`src/rtl/player_sequencer.sv`:
```
`default_nettype none
// ============================================================================
// Module   : player_sequencer
// Brief    : Playback controller for the music player. Owns the song index
//            and the play/pause/stop state. Turns button pulses into
//            registered control pulses for the address ASM.
//            Optional build macro: PLAYER_AUTOADVANCE_EN. When defined, an
//            end-of-song during play moves on to the next song.
// Revision : 1.0 - initial release
// ============================================================================
module player_sequencer #(
    parameter int NUM_SONGS    = 4,
    parameter int SONG_W       = 2,
    parameter int RESET_CYCLES = 2
) (
    input  logic              clk,
    input  logic              reset,
    input  logic              btn_play,
    input  logic              btn_next,
    input  logic              btn_prev,
    input  logic              btn_fwd10,
    input  logic              btn_back10,
    input  logic              btn_fwd30,
    input  logic              btn_back30,
    input  logic              sample_tick,
    input  logic              song_end,
    output logic              count,
    output logic              passa_10s,
    output logic              volta_10s,
    output logic              passa_30s,
    output logic              volta_30s,
    output logic              addr_reset,
    output logic [SONG_W-1:0] song_idx,
    output logic              playing,
    output logic              busy
);

    localparam logic [1:0] c_ST_STOP   = 2'd0;
    localparam logic [1:0] c_ST_PLAY   = 2'd1;
    localparam logic [1:0] c_ST_PAUSE  = 2'd2;
    localparam logic [1:0] c_ST_CHANGE = 2'd3;

    // The counter holds the number of CHANGE cycles still to come after the current one.
    localparam int                 c_CNT_W    = (RESET_CYCLES > 1) ? $clog2(RESET_CYCLES) : 1;
    localparam logic [c_CNT_W-1:0] c_CNT_LOAD = c_CNT_W'(RESET_CYCLES - 1);
    localparam logic [c_CNT_W-1:0] c_CNT_ZERO = '0;
    localparam logic [c_CNT_W-1:0] c_CNT_ONE  = c_CNT_W'(1);
    localparam logic [SONG_W-1:0]  c_LAST     = SONG_W'(NUM_SONGS - 1);
    localparam logic [SONG_W-1:0]  c_IDX_ZERO = '0;
    localparam logic [SONG_W-1:0]  c_IDX_ONE  = SONG_W'(1);

    logic [1:0]         r_state;
    logic [1:0]         r_ret;
    logic [c_CNT_W-1:0] r_cnt;
    logic [SONG_W-1:0]  r_song_idx;
    logic               r_count;
    logic               r_passa_10s;
    logic               r_volta_10s;
    logic               r_passa_30s;
    logic               r_volta_30s;
    logic               r_addr_reset;
    logic               r_playing;
    logic               r_busy;

    logic [1:0]         w_state_nxt;
    logic [1:0]         w_ret_nxt;
    logic [c_CNT_W-1:0] w_cnt_nxt;
    logic [SONG_W-1:0]  w_idx_nxt;
    logic [SONG_W-1:0]  w_idx_inc;
    logic [SONG_W-1:0]  w_idx_dec;
    logic               w_seek_en;

    assign w_idx_inc = (r_song_idx == c_LAST)     ? c_IDX_ZERO : r_song_idx + c_IDX_ONE;
    assign w_idx_dec = (r_song_idx == c_IDX_ZERO) ? c_LAST     : r_song_idx - c_IDX_ONE;

    always_comb begin
        w_state_nxt = r_state;
        w_ret_nxt   = r_ret;
        w_cnt_nxt   = r_cnt;
        w_idx_nxt   = r_song_idx;
        w_seek_en   = 1'b0;
        if (r_state == c_ST_CHANGE) begin
            if (r_cnt == c_CNT_ZERO) begin
                w_state_nxt = r_ret;
            end else begin
                w_cnt_nxt = r_cnt - c_CNT_ONE;
            end
        end else if (btn_next) begin
            w_idx_nxt   = w_idx_inc;
            w_ret_nxt   = r_state;
            w_cnt_nxt   = c_CNT_LOAD;
            w_state_nxt = c_ST_CHANGE;
        end else if (btn_prev) begin
            w_idx_nxt   = w_idx_dec;
            w_ret_nxt   = r_state;
            w_cnt_nxt   = c_CNT_LOAD;
            w_state_nxt = c_ST_CHANGE;
        end else if (song_end && (r_state == c_ST_PLAY)) begin
`ifdef PLAYER_AUTOADVANCE_EN
            w_idx_nxt   = w_idx_inc;
            w_ret_nxt   = c_ST_PLAY;
`else
            w_ret_nxt   = c_ST_STOP;
`endif
            w_cnt_nxt   = c_CNT_LOAD;
            w_state_nxt = c_ST_CHANGE;
        end else if (btn_play) begin
            w_state_nxt = (r_state == c_ST_PLAY) ? c_ST_PAUSE : c_ST_PLAY;
        end else begin
            w_seek_en = (r_state != c_ST_STOP);
        end
    end

    always_ff @(posedge clk or posedge reset) begin
        if (reset) begin
            r_state      <= c_ST_STOP;
            r_ret        <= c_ST_STOP;
            r_cnt        <= c_CNT_ZERO;
            r_song_idx   <= c_IDX_ZERO;
            r_count      <= 1'b0;
            r_passa_10s  <= 1'b0;
            r_volta_10s  <= 1'b0;
            r_passa_30s  <= 1'b0;
            r_volta_30s  <= 1'b0;
            r_addr_reset <= 1'b0;
            r_playing    <= 1'b0;
            r_busy       <= 1'b0;
        end else begin
            r_state      <= w_state_nxt;
            r_ret        <= w_ret_nxt;
            r_cnt        <= w_cnt_nxt;
            r_song_idx   <= w_idx_nxt;
            // Gate on the next state so count can never coincide with a non-PLAY state.
            r_count      <= sample_tick && (w_state_nxt == c_ST_PLAY);
            r_passa_10s  <= w_seek_en && btn_fwd10;
            r_volta_10s  <= w_seek_en && !btn_fwd10 && btn_back10;
            r_passa_30s  <= w_seek_en && !btn_fwd10 && !btn_back10 && btn_fwd30;
            r_volta_30s  <= w_seek_en && !btn_fwd10 && !btn_back10 && !btn_fwd30 && btn_back30;
            r_addr_reset <= (w_state_nxt == c_ST_CHANGE);
            r_playing    <= (w_state_nxt == c_ST_PLAY);
            r_busy       <= (w_state_nxt == c_ST_CHANGE);
        end
    end

    assign count      = r_count;
    assign passa_10s  = r_passa_10s;
    assign volta_10s  = r_volta_10s;
    assign passa_30s  = r_passa_30s;
    assign volta_30s  = r_volta_30s;
    assign addr_reset = r_addr_reset;
    assign song_idx   = r_song_idx;
    assign playing    = r_playing;
    assign busy       = r_busy;

endmodule
`default_nettype wire

```
`config.mk`:
```
export PLATFORM = sky130hd
export DESIGN_NAME = player_sequencer
export DESIGN_NICKNAME = d
export VERILOG_FILES = /design/src/rtl/player_sequencer.sv
export SDC_FILE = /design/constraint.sdc
export NUM_CORES = 1
export LEC_CHECK = 0
export BUFFER_PORTS_ARGS = -buffer_cell sky130_fd_sc_hd__buf_2
export CELL_PAD_IN_SITES_DETAIL_PLACEMENT = 0
export CELL_PAD_IN_SITES_GLOBAL_PLACEMENT = 2
export CORE_MARGIN = 2
export CORE_UTILIZATION = 33
export DETAILED_ROUTE_END_ITERATION = 8
export GPL_TIMING_DRIVEN = 0
export PLACE_DENSITY = 0.8
export SLEW_MARGIN = 20
export SYNTH_ARGS = -nofsm -noshare
export SYNTH_HDL_FRONTEND = slang
export SYNTH_SLANG_ARGS = --single-unit
```
`constraint.sdc`:
```
create_clock -name clk -period 2.2 [get_ports clk]
set_clock_uncertainty 0.1 [all_clocks]
set_input_delay 0.33 -clock clk [delete_from_list [all_inputs] [get_ports clk]]
set_output_delay 0.33 -clock clk [all_outputs]
set_load 0.005 [all_outputs]
```
==> metrics <==
Comb pwr share=44.5%; Max Clock Freq=725 MHz; Layout Area Growth over Synthesis=24.5%; cell accounting for the most synthesized area=dfrtp_1; Pwr per Cell Area=1190 nW/um^2; Ys Warns=0; most common cell in the netlist=dfrtp_1; Compound-Gate Fraction of Synth Area=19.6%; worst reg2reg endpoint=r_state[0]; Total Power=1.09 mW; max cap viols=0; crit end category=flip-flop; Int Pwr=689 uW; largest net degree at the start of global routing=15; Worst VDD drop=0.471 mV; Final ANT Viol Nets=0; top-area cell type share of the netlist area=47.4%; worst hold path type=input pin to flip-flop; CTS tree=built; register area share after synthesis=47.4%; Setup-failing EPs final=0; Sw Ratio=36.9%; LEAKAGE=0.450 nW; run status=completed; Synth Area in Adders=3.38%; Residual DRC=0; Critical Path Fanout Max=10; # diodes=0; crit path capture=r_state[0]; layout cells sized above 1=37.6%; antenna violations before repair=0; register area=350 sq um; starting density of the core=34.1%; Setup TNS=0 ps; synth unique cells=30; clock sinks=14; CP Class=flip-flop to flip-flop; main flop type after synthesis=dfrtp_1; critical path arrival=1440 ps; Rel. slew slack=65.0%; unrepaired setup endpoints after global routing=no; mux cell area share after synthesis=0%; vias per cell=4.65; synthesized area=739 sq um; Syn Nets=81; Longest Clk Path Bufs=2; area of the multi-input gates=340 sq um; worst-margin pin slew=524 ps; clock-pin slew on the worst setup and hold paths=80 ps; boundary pin count=21; Skew-Pair Late Insertion Delay=290 ps; Die H=51.3 um; synthesized flop and latch total=14; die width=51.3 um; Max H-tree Level=1; port bufs=20; clock network power share=17.2%; fillers=229; largest cells by area after synthesis=dfrtp_1 (47%), a211oi_2 (3.4%), ha_1 (3.4%), nor3b_2 (3.4%), inv_1 (3.0%); Routability Congestion=0.726; min Tclk post-route=1380 ps; worst r2r path cells=4; top cells by count, synth=dfrtp_1 (14), inv_1 (6), nand2_1 (6), nor2_1 (6); total track usage=12.9%; setup ws final=820 ps; first-pass GRT wire length=2510 um; FP Rows=17; reg2reg setup slack=820 ps; post-CTS resize count=0; Critical Path Start=r_state[1]; final hold vios=0; period utilization=62.7%; pins over their slew limit=0; number of global-route vias before repair=554; Synth Area in XOR/XNOR=0%; Vias=563; FFs w/ async S/R, synth=100%; Root Driver=clkbuf_4; Psw=403 uW; clock buffer count from CTS=3; Setup WS pre-CTS=815 ps; detailed placer's ending HPWL=1060 um; Worst setup SP type=flip-flop; largest family of logic cells by synthesized area=simple AND/OR/NAND/NOR gates; Syn Area/Cell=10.9 sq um; simple logic cell fraction of the synthesized area=23.0%; router iterations before antenna repair=4; Post-synth EDFFs=0; Req. time, crit path=2260 ps; die area=2640 sq um; final net count=107; grt total ovfl=0; drt wl/cell=11.8 um; initial DRC count=5; sequential power share=38.2%; drt total wl=1430 um; core box area=2170 sq um; Synth Instances=68; Reg-to-Reg Start=r_state[1]
[area by class of cell]
type / count / share of cell area [%]
Buffer: 3 / 2.85
Clock buffer: 4 / 3.94
Inverter: 6 / 2.45
Multi-Input combinational cell: 45 / 37.0
Sequential cell: 14 / 38.0
Tap cell: 28 / 3.80
Timing Repair Buffer: 21 / 12.0
[layout by cell type (no fill, tap or decap), types with 3 or more instances in the layout]
master	synthesis	routed
buf_2	0	20
inv_1	6	6
clkbuf_4	0	3
nor2_1	6	6
nand2_1	6	6
dfrtp_1	14	14
[power by group through the flow]
stage | sequential [mW] | clock [mW] | combinational (mW)
detailed placement | 0.423 | 0 | 0.491
CTS | 0.418 | 0.197 | 0.494
global placement | 0.423 | 0 | 0.491
floorplan | 0.415 | 0 | 0.359
finish | 0.418 | 0.188 | 0.487
global route | 0.432 | 0.215 | 0.563
[critical path: stages, from the launching register on]
cell      delay (ps)
dfrtp_1          390
buf_4            180
and2_1           220
a211oi_2         290
nand2_1           90
[per-layer routing]
metal	global-route usage [%]	vias to the layer above	share of wire, %
met2	18.4	14	45
met5	0	-	0
met1	18.2	254	48
met4	6.58	0	1.8
li1	-	291	-
met3	2.63	4	4.8
[sequential cells by signal (all words and copies together), names as in the netlist]
register and count:
r_cnt 1, count 1, passa_10s 1, volta_10s 1, volta_30s 1, song_idx 2, r_ret 2, passa_30s 1
r_state 2, playing 1, busy 1
[logic make-up after synthesis]
logic type	count (synthesis)
and+or+nand+nor	26
AOI/OAI and AO/OA	17
DFF	14
buffers and inverters	9
adders and majority gates	2
[how the worst min path moves through the flow]
stage | startpoint | to | slack (ps) | cells after the start
2_1_floorplan | reset | busy | 120 | 1
3_3_place_gp | reset | busy | 290 | 2
3_5_place_dp | reset | busy | 300 | 2
4_1_cts | btn_back10 | passa_30s | 130 | 2
5_1_grt | btn_back10 | passa_30s | 130 | 2
6_report | btn_back10 | passa_30s | 140 | 2
[per-stage QoR]
stage               cell area (sq um)  hold slack, ps  instances  utilization, %
floorplan                         739             119         68               -
global placement                  875             289        116            40.3
detailed placement                875             300        116            40.3
CTS                               921             133        121            42.4
global route                      921             130        121            42.4
finish                            921             145        121            42.4
[timing repair]
action | in CTS | in global routing
hold buffers | 1 | 0
setup buffers | 0 | 0
hold endpoints to repair | 14 | 0
Power figures use the tool's default switching activity.
